`config.mk`:
```
export PLATFORM = sky130hd
export DESIGN_NAME = pic_blitter
export DESIGN_NICKNAME = d
export VERILOG_FILES = /design/src/rtl/pic_pkg.sv /design/src/rtl/pic_scan_counter.sv /design/src/rtl/pic_blitter.sv
export SDC_FILE = /design/constraint.sdc
export NUM_CORES = 1
export LEC_CHECK = 0
export ABC_AREA = 1
export BUFFER_PORTS_ARGS = -buffer_cell sky130_fd_sc_hd__buf_2
export CAP_MARGIN = 20
export CORE_ASPECT_RATIO = 0.6
export CORE_MARGIN = 2
export CORE_UTILIZATION = 60
export DETAILED_ROUTE_END_ITERATION = 8
export PLACE_DENSITY = 0.9
export SYNTH_ARGS = -nofsm -noshare
export SYNTH_HDL_FRONTEND = slang
export SYNTH_HIERARCHICAL = 1
export SYNTH_SLANG_ARGS = --single-unit
```
`constraint.sdc`:
```
create_clock -name clk -period 3.1 [get_ports clk]
set_clock_uncertainty 0.05 [all_clocks]
set_input_delay 0.93 -clock clk [delete_from_list [all_inputs] [get_ports clk]]
set_output_delay 0.93 -clock clk [all_outputs]
set_load 0.01 [all_outputs]
```
`src/rtl/pic_pkg.sv`:
```
// Shared definitions for the picture blitter: FSM encoding, default geometry, transparent key colour.
// Pure declarations; no timing or flow control of its own.
package pic_pkg;

    typedef enum logic [2:0] {
        ST_IDLE  = 3'd0,
        ST_ARMED = 3'd1,
        ST_SCAN  = 3'd2,
        ST_DRAIN = 3'd3,
        ST_DONE  = 3'd4
    } state_t;

    localparam int DEF_IMG_W    = 160;
    localparam int DEF_IMG_H    = 120;
    localparam int DEF_NUM_IMG  = 3;
    localparam int DEF_COLOUR_W = 3;
    localparam int DEF_XY_W     = 10;
    localparam int DEF_ROM_LAT  = 1;

    // Counter widths never collapse to zero, even for degenerate 1-wide geometries.
    function automatic int clog2_min1(input int v);
        return (v > 1) ? $clog2(v) : 1;
    endfunction

    // KEY_COLOUR: all ones in the low w bits.
    function automatic logic [31:0] key_colour(input int w);
        return (w >= 32) ? 32'hFFFF_FFFF : ((32'h1 << w) - 32'h1);
    endfunction

endpackage

```
`src/rtl/pic_scan_counter.sv`:
```
// Raster col/row/address counter with last-pixel flag; registered outputs, advances one pixel per enabled clock.
// No backpressure: en is the only throttle, clear wins over en.
module pic_scan_counter
    import pic_pkg::*;
#(
    parameter int IMG_W = DEF_IMG_W,
    parameter int IMG_H = DEF_IMG_H,
    localparam int ADDR_W = clog2_min1(IMG_W * IMG_H),
    localparam int COL_W  = clog2_min1(IMG_W),
    localparam int ROW_W  = clog2_min1(IMG_H)
) (
    input  logic              clk,
    input  logic              resetn,
    input  logic              clear,
    input  logic              en,
    output logic [COL_W-1:0]  col,
    output logic [ROW_W-1:0]  row,
    output logic [ADDR_W-1:0] addr,
    output logic              last
);

    assign last = (col == COL_W'(IMG_W - 1)) && (row == ROW_W'(IMG_H - 1));

    // Address is an incrementing counter alongside col/row, so no multiply is needed.
    always_ff @(posedge clk) begin
        if (!resetn || clear) begin
            col  <= '0;
            row  <= '0;
            addr <= '0;
        end else if (en) begin
            if (last) begin
                col  <= '0;
                row  <= '0;
                addr <= '0;
            end else begin
                addr <= addr + 1'b1;
                if (col == COL_W'(IMG_W - 1)) begin
                    col <= '0;
                    row <= row + 1'b1;
                end else begin
                    col <= col + 1'b1;
                end
            end
        end
    end

endmodule

```
`src/rtl/pic_blitter.sv`:
```
// Frame-synchronised image blitter; first plot ROM_LAT+1 clocks after scan start, one plot per clock.
// No backpressure from the VGA side; `TRANSPARENT_EN suppresses plots whose colour equals the key.
module pic_blitter
    import pic_pkg::*;
#(
    parameter int IMG_W    = DEF_IMG_W,
    parameter int IMG_H    = DEF_IMG_H,
    parameter int NUM_IMG  = DEF_NUM_IMG,
    parameter int COLOUR_W = DEF_COLOUR_W,
    parameter int XY_W     = DEF_XY_W,
    parameter int ROM_LAT  = DEF_ROM_LAT,
    localparam int ADDR_W  = clog2_min1(IMG_W * IMG_H),
    localparam int SEL_W   = clog2_min1(NUM_IMG)
) (
    input  logic                         clk,
    input  logic                         resetn,
    input  logic                         start,
    input  logic                         abort,
    input  logic                         frame,
    input  logic [SEL_W-1:0]             img_sel,
    input  logic [XY_W-1:0]              x_org,
    input  logic [XY_W-1:0]              y_org,
    output logic [ADDR_W-1:0]            rom_addr,
    input  logic [NUM_IMG*COLOUR_W-1:0]  rom_q,
    output logic                         busy,
    output logic                         done,
    output logic                         plot,
    output logic [XY_W-1:0]              x,
    output logic [XY_W-1:0]              y,
    output logic [COLOUR_W-1:0]          colour
);

    localparam int COL_W = clog2_min1(IMG_W);
    localparam int ROW_W = clog2_min1(IMG_H);
    localparam int DRN_W = clog2_min1(ROM_LAT + 1);

    state_t             state, state_nxt;
    logic               kill;
    logic               scan_en, scan_clr, scan_last;
    logic [COL_W-1:0]   col;
    logic [ROW_W-1:0]   row;
    logic [DRN_W-1:0]   drn_cnt;
    logic [SEL_W-1:0]   sel_q;
    logic [XY_W-1:0]    xo_q, yo_q;
    logic               dl_vld [ROM_LAT];
    logic [COL_W-1:0]   dl_col [ROM_LAT];
    logic [ROW_W-1:0]   dl_row [ROM_LAT];
    logic [COLOUR_W-1:0] pix;
    logic               pix_show;

    assign kill = abort && (state != ST_IDLE);

    pic_scan_counter #(
        .IMG_W (IMG_W),
        .IMG_H (IMG_H)
    ) u_scan (
        .clk    (clk),
        .resetn (resetn),
        .clear  (scan_clr),
        .en     (scan_en),
        .col    (col),
        .row    (row),
        .addr   (rom_addr),
        .last   (scan_last)
    );

    always_ff @(posedge clk) begin
        if (!resetn) state <= ST_IDLE;
        else         state <= state_nxt;
    end

    always_comb begin
        state_nxt = state;
        busy      = 1'b0;
        done      = 1'b0;
        scan_en   = 1'b0;
        case (state)
            ST_IDLE:  if (start) state_nxt = ST_ARMED;
            ST_ARMED: begin
                busy = 1'b1;
                if (frame) state_nxt = ST_SCAN;
            end
            ST_SCAN: begin
                busy    = 1'b1;
                scan_en = 1'b1;
                if (scan_last) state_nxt = ST_DRAIN;
            end
            ST_DRAIN: begin
                busy = 1'b1;
                // Last address is still in the ROM + output register; release after it lands.
                if (drn_cnt == DRN_W'(ROM_LAT)) state_nxt = ST_DONE;
            end
            ST_DONE:  begin
                done      = 1'b1;
                state_nxt = ST_IDLE;
            end
            default:  state_nxt = ST_IDLE;
        endcase
        if (kill) state_nxt = ST_IDLE;
        scan_clr = (state_nxt != ST_SCAN);
    end

    always_ff @(posedge clk) begin
        if (!resetn || state != ST_DRAIN) drn_cnt <= '0;
        else                              drn_cnt <= drn_cnt + 1'b1;
    end

    always_ff @(posedge clk) begin
        if (!resetn) begin
            sel_q <= '0;
            xo_q  <= '0;
            yo_q  <= '0;
        end else if (state == ST_IDLE && start) begin
            sel_q <= img_sel;
            xo_q  <= x_org;
            yo_q  <= y_org;
        end
    end

    // Coordinates ride alongside the ROM access so they meet rom_q at the last stage.
    always_ff @(posedge clk) begin
        if (!resetn) begin
            for (int k = 0; k < ROM_LAT; k++) begin
                dl_vld[k] <= 1'b0;
                dl_col[k] <= '0;
                dl_row[k] <= '0;
            end
        end else begin
            dl_vld[0] <= scan_en;
            dl_col[0] <= col;
            dl_row[0] <= row;
            for (int k = 1; k < ROM_LAT; k++) begin
                dl_vld[k] <= dl_vld[k-1];
                dl_col[k] <= dl_col[k-1];
                dl_row[k] <= dl_row[k-1];
            end
            if (kill) begin
                for (int k = 0; k < ROM_LAT; k++) dl_vld[k] <= 1'b0;
            end
        end
    end

    // Out-of-range selects fall through to black.
    always_comb begin
        pix = '0;
        for (int i = 0; i < NUM_IMG; i++) begin
            if (sel_q == SEL_W'(i)) pix = rom_q[i*COLOUR_W +: COLOUR_W];
        end
    end

`ifdef TRANSPARENT_EN
    localparam logic [COLOUR_W-1:0] KEY_COLOUR = COLOUR_W'(key_colour(COLOUR_W));
    assign pix_show = (pix != KEY_COLOUR);
`else
    assign pix_show = 1'b1;
`endif

    always_ff @(posedge clk) begin
        if (!resetn) begin
            plot   <= 1'b0;
            x      <= '0;
            y      <= '0;
            colour <= '0;
        end else begin
            plot <= dl_vld[ROM_LAT-1] && pix_show && !kill;
            if (dl_vld[ROM_LAT-1]) begin
                x      <= xo_q + XY_W'(dl_col[ROM_LAT-1]);
                y      <= yo_q + XY_W'(dl_row[ROM_LAT-1]);
                colour <= pix;
            end
        end
    end

endmodule
```
# --- Word level (Yosys, flattened, before mapping) ---
# Memory sizes are Yosys's and may differ from the RTL's.
# Index checks and enable logic that the tools add are counted.
totals:
  reg_bits: 80
  mem_count: 3
  wordCells: 76
  out_inout_bits: 41
  in_bits: 36
  ramBits: 16
classes:
  n_eq_ne: 10
  n_mux: 28
  add_sub_neg: 6
  reduce_logical: 17
mem_list:
  columns: ["name", "words", "width", "read_ports", "rd_clocked_by_memory_dff", "wr", "line", "rtl"]
  rows:
  - ["dl_col", 1, 8, 1, 0, 1, "pic_blitter.sv:46", "logic [COL_W-1:0] dl_col [ROM_LAT];"]
  - ["dl_row", 1, 7, 1, 0, 1, "pic_blitter.sv:47", "logic [ROW_W-1:0] dl_row [ROM_LAT];"]
  - ["dl_vld", 1, 1, 1, 0, 2, "pic_blitter.sv:45", "logic dl_vld [ROM_LAT];"]
ops:
  columns: ["op", "n"]
  rows:
  - ["$mux W3", 8]
  - ["$mux W8", 3]
  - ["$mux W7", 3]
  - ["$add A15 B1 Y15 const B", 1]
  - ["$mux W15", 1]
  - ["$mux W1", 12]
  - ["$pmux W3 S4", 1]
  - ["$add A10 B7 Y10", 1]
  - ["$add A10 B8 Y10", 1]
  - ["$add A8 B1 Y8 const B", 1]
  - ["$eq A8 B8 Y1 const B", 1]
  - ["$reduce_or A8 Y1", 1]
  - ["$add A7 B1 Y7 const B", 1]
  - ["$eq A7 B7 Y1 const B", 1]
  - ["$reduce_or A7 Y1", 1]
  - ["$eq A3 B2 Y1 const B", 2]
  - ["$ne A3 B2 Y1 const B", 2]
  - ["$logic_and A1 B1 Y1", 4]
  - ["$eq A3 B1 Y1 const B", 1]
  - ["$eq A3 B3 Y1 const B", 1]
  - ["$logic_not A3 Y1", 1]
  - ["$reduce_bool A3 Y1", 1]
  - ["$reduce_or A3 Y1", 1]
  - ["$eq A2 B1 Y1 const B", 1]
  - ["other kinds (8)", 10]

# --- Longest topological paths before layout ---
depth:
  word_depth: 7
  mapped_depth: 15
  depth_no_buf: 14

# --- Hierarchy ---
# Netlist, hierarchy kept.
modules_own_cells:
  columns: ["mod", "instances", "seq_area_each_um2", "area_each_um2", "cells_each"]
  rows:
  - ["pic_blitter", 1, 1321.3, 3154.3, 444]
  - ["pic_scan_counter", 1, 600.6, 1554.0, 214]

# --- Worst setup path before layout ---
# Ideal clock, no wire load.
synth_timing:
  kind: "input -> register"
  start: "input port start"
  end: "register u_scan.addr[9]"
  setup_time_ns: 0.078
  cell_stages: 8
  slack_ns: 1.093
  t_arrival_ns: 1.879
  cell_sequence: "nand3_2 -> nand2_1 -> o21ai_1 -> nand3_1 -> nor2_1 -> o21ai_2 -> buf_4 -> nor3_1"
synth_between:
  elab_chain_len: 5
synth_rtl:
  columns: ["element", "line", "rtl"]
  rows:
  - ["start, declared", "pic_blitter.sv:17", "input logic start,"]
  - ["$mux W3", "pic_blitter.sv:78", "ST_IDLE: if (start) state_nxt = ST_ARMED;"]
  - ["$pmux W3 S4", "pic_blitter.sv:77", "case (state)"]
  - ["$mux W3", "pic_blitter.sv:99", "if (kill) state_nxt = ST_IDLE;"]
  - ["$ne A3 B2 Y1", "pic_blitter.sv:100", "scan_clr = (state_nxt != ST_SCAN);"]
  - ["named net scan_clr", "pic_blitter.sv:39", "logic scan_en, scan_clr, scan_last;"]
  - ["$logic_or A1 B1 Y1", "pic_scan_counter.sv:26", "if (!resetn || clear) begin"]
  - ["end signal, assigned", "pic_scan_counter.sv:36", "addr <= addr + 1'b1;"]
  - ["end, declared", "pic_scan_counter.sv:18", "output logic [ADDR_W-1:0] addr,"]
# The timed path passes the listed nets, and every way through them passes these cells.
# A chain may end at the register's enable or synchronous reset.

# --- Final worst setup path ---
layout_timing:
  start: "register u_scan.row[0]"
  end: "register u_scan.addr[2]"
layout_between:
  elab_chain_len: 7
  word_cells_on_any_way: 8
  cone_classes: "eq/ne: 2; mux: 4; reduce/logical: 2"
layout_rtl:
  columns: ["element", "line", "rtl"]
  rows:
  - ["start, declared", "pic_scan_counter.sv:17", "output logic [ROW_W-1:0] row,"]
  - ["start signal, assigned", "pic_scan_counter.sv:39", "row <= row + 1'b1;"]
  - ["$eq A7 B7 Y1", "pic_scan_counter.sv:22", "assign last = (col == COL_W'(IMG_W - 1)) && (row == ROW_W'(IMG_H - 1));"]
  - ["$logic_and A1 B1 Y1", "pic_scan_counter.sv:22", null]
  - ["named net scan_last", "pic_blitter.sv:39", null]
  - ["$mux W3", "pic_blitter.sv:86", "if (scan_last) state_nxt = ST_DRAIN;"]
  - ["$pmux W3 S4", "pic_blitter.sv:77", null]
  - ["$mux W3", "pic_blitter.sv:99", null]
  - ["$ne A3 B2 Y1", "pic_blitter.sv:100", null]
  - ["named net scan_clr", "pic_blitter.sv:39", null]
  - ["$logic_or A1 B1 Y1", "pic_scan_counter.sv:26", null]
# The timed path passes the listed nets, and every way through them passes these cells.

==> results by group <==
Status
  – Status: completed

GRT
  – Met1 usage: about a third
  – All-layer global routing usage: a little over a quarter
  – Vias in the first global route: 4107
  – First-pass GRT wire length: about 19000 um
  – GRT Max-Usage Layer: met2
  – Routing usage on met2: 44.8%
  – Number of antenna violations at the first check in global routing: 0
  – Met3 Use GR: slightly below 8%
  – Gr ovfl total: 0
  – Largest net degree at the start of global routing: between 40 and 50

Worst setup path
  – Internal reg-to-reg setup slack: 0.68 ns
  – CP Data Required Time: 3.31 ns
  – CP startpoint kind: flop
  – Setup crit start: u_scan/row[0]
  – FF-to-FF End: u_scan/addr[2]
  – Reg-to-reg startpoint: u_scan/row[0]
  – Crit Path Class: flop to flop
  – Critical path endpoint category: flop
  – Crit path to: u_scan/addr[2]
  – Peak fanout along the critical path: 20
  – Crit path DAT: around 2.6 ns
  – R2R depth: 12

CTS
  – Cts hold-fix bufs: 0
  – Cts repair resizes: 0
  – CTS max path bufs: 2
  – H-Tree Depth: 3
  – Clk slew on worst S/H paths: approximately 0.07 ns
  – Root buf cell: clkbuf_16
  – Number of setup buffers added after CTS: 0
  – Cts bufs inserted: 9
  – Sink Count: 96
  – Worst-skew pair later-pin latency: 0.34 ns
  – TritonCTS clock tree: yes

Worst hold path
  – HP Class: flop to flop

STA
  – Fin crit period: 2.42 ns
  – Sum Neg Setup Slack: 0 ns
  – Slew HR: between 40 and 50%
  – Slew Viols, Final: 0
  – Period utilization: 78.0%
  – Worst hold margin: between 0.4 and 0.5 ns
  – Worst-Margin Slew: roughly 0.80 ns
  – Fmax: about 410 MHz
  – Fin. Hold Viols: 0
  – Final setup margin: 0.682 ns
  – RSZ-0062 raised after global routing: false
  – Final setup viols: 0

Finish
  – Antenna diodes: 0
  – Layout cell share with drive strength beyond 1: between 10% and 20%
  – Count of non-filler cells in the finished layout: 840
  – Final nets: 787
  – Syn-to-layout area delta: 16.3%
  – Most common cell after layout, fill and taps aside: nand2_1
  – Final core occ: approximately 74%
  – Design Area, Final: ~5500 um2
  – Most frequent cells in the layout: nand2_1 (131), inv_1 (102), dfxtp_1 (96)

Placed design
  – Dpl ws: 0.762 ns
  – Number of port buffers: 76
  – HPWL after detailed placement: roughly 7900 um
  – Routability cong.: about 0.91
  – Placed insts: roughly 800
  – DP Area: just over 5000 um2

Synth
  – Post-synthesis compound-gate area fraction: 11.7%
  – Avg Cell Area, Syn: 7.16 um2
  – Adder-cell share of the synthesized area: 5.63%
  – Post-synth EDFFs: 0
  – Syn Nets: around 710
  – Synth cell types: 39
  – Post-synthesis async set-or-reset flop share: 0%
  – Cell area after synthesis: 4710 um2
  – Synth Register Bits: 96
  – Part of the Yosys area used for sequential elements: around two fifths
  – YS warnings: 6
  – Synth Instances: about 660
  – Largest family of logic cells by synthesized area: simple AND/OR/NAND/NOR gates
  – XOR/XNOR Fraction of Synth Area: 1.86%
  – Post-synthesis simple-gate area fraction: between 20% and 30%
  – Multiplexer share of the synthesized area: 0%
  – Top_reg_cell synth: dfxtp_1

Floorplan
  – Die Area: around 8600 um2
  – Std-Cell Core Area: around 7400 um2
  – IO Pins: 77
  – Die Width: 118 um
  – Initial Util: roughly 63%
  – Placement Rows: 24
  – Die Ht: 72.6 um

Route
  – First drt pass iteration count: 5
  – Drt drc: 0
  – Drt wl/cell: ~13 um
  – Vias after detailed routing: ~4500
  – Final WL: roughly 11000 um
  – Vias/cell: 5.33
  – Iteration-0 DRC Markers: 372
  – Antenna viol nets, final: 0

Pwr
  – Pleak: roughly 2.7 nW
  – PwrDens: 507 nW/um2
  – Worst VDD drop: between 0.3 and 0.4 mV
  – Final Power: between 2 and 3 mW

Flow run
  – Maxcap violations: 0
[registers in the layout, summed over array words and instances (netlist names), 7 cells and up]
| register | cells |
|---|---|
| xo_q | 10 |
| dl_row | 7 |
| u_scan/col | 8 |
| dl_col | 8 |
| u_scan/addr | 15 |
| x | 10 |
| y | 10 |
| yo_q | 10 |
| u_scan/row | 7 |
[cells in the mapped netlist (all sizes together), types with 4 or more instances]
| library cell | number | area, um2 |
|---|---|---|
| buf | 10 | 63.8 |
| nor2 | 98 | 418 |
| inv | 104 | 395 |
| nor3b | 4 | 30.0 |
| nand3 | 45 | 265 |
| ha | 18 | 225 |
| xor2 | 7 | 61.3 |
| nand2 | 135 | 527 |
| nor3 | 18 | 101 |
| nand4 | 5 | 31.3 |
| o21ai | 46 | 245 |
| a21oi | 46 | 230 |
| dfxtp | 96 | 1920 |
| clkbuf | 8 | 30.0 |
[per-layer routing]
layer,vias to the layer above,part of all wire [%]
met5,-,0
met4,0,1.2
met3,16,6.9
met2,158,48
met1,2074,44
li1,2232,-
[worst min-delay path by stage]
stage / startpoint / to / slack (ns) / cells after the start
2_1_floorplan: drn_cnt / drn_cnt / 0.37 / 1
5_1_grt: xo_q[6] / xo_q[6] / 0.42 / 2
6_report: yo_q[0] / yo_q[0] / 0.40 / 2
3_3_place_gp: yo_q[3] / yo_q[3] / 0.39 / 2
4_1_cts: yo_q[2] / yo_q[2] / 0.40 / 2
3_5_place_dp: drn_cnt / drn_cnt / 0.39 / 1
[final cells by class]
type	count	area, um2
clock buffers	10	239
clock inverters	6	82.6
fillers	544	1940
repair buffers	80	410
inverters	104	395
flip-flops and latches	96	1920
multi-input cells	440	2300
well taps	104	130
[critical path, cell delays in order, from the launching register on]
cell     delay, ns
dfxtp_1       0.36
ha_1          0.23
nand2_1       0.11
nor2_1        0.05
nand2_1       0.13
nor2_1        0.11
a21oi_1       0.17
nand2_1       0.07
o21ai_1       0.16
nand3_1       0.12
nor2_1        0.22
o21ai_2       0.28
nor3b_1       0.28
[power by group]
group | total, mW | internal [mW] | switching (mW)
Combinational | 0.267 | 0.0966 | 0.170
Clock | 1.20 | 0.724 | 0.471
Sequential | 1.32 | 1.28 | 0.0344
Total | 2.78 | 2.10 | 0.675
[kinds of logic after synthesis]
group / after synthesis
xor+xnor: 10
simple gates: 308
flops: 96
fa+ha+maj: 20
compound gates: 102
buf+inv: 122
Note: power is estimated with default switching activity, not from simulation.
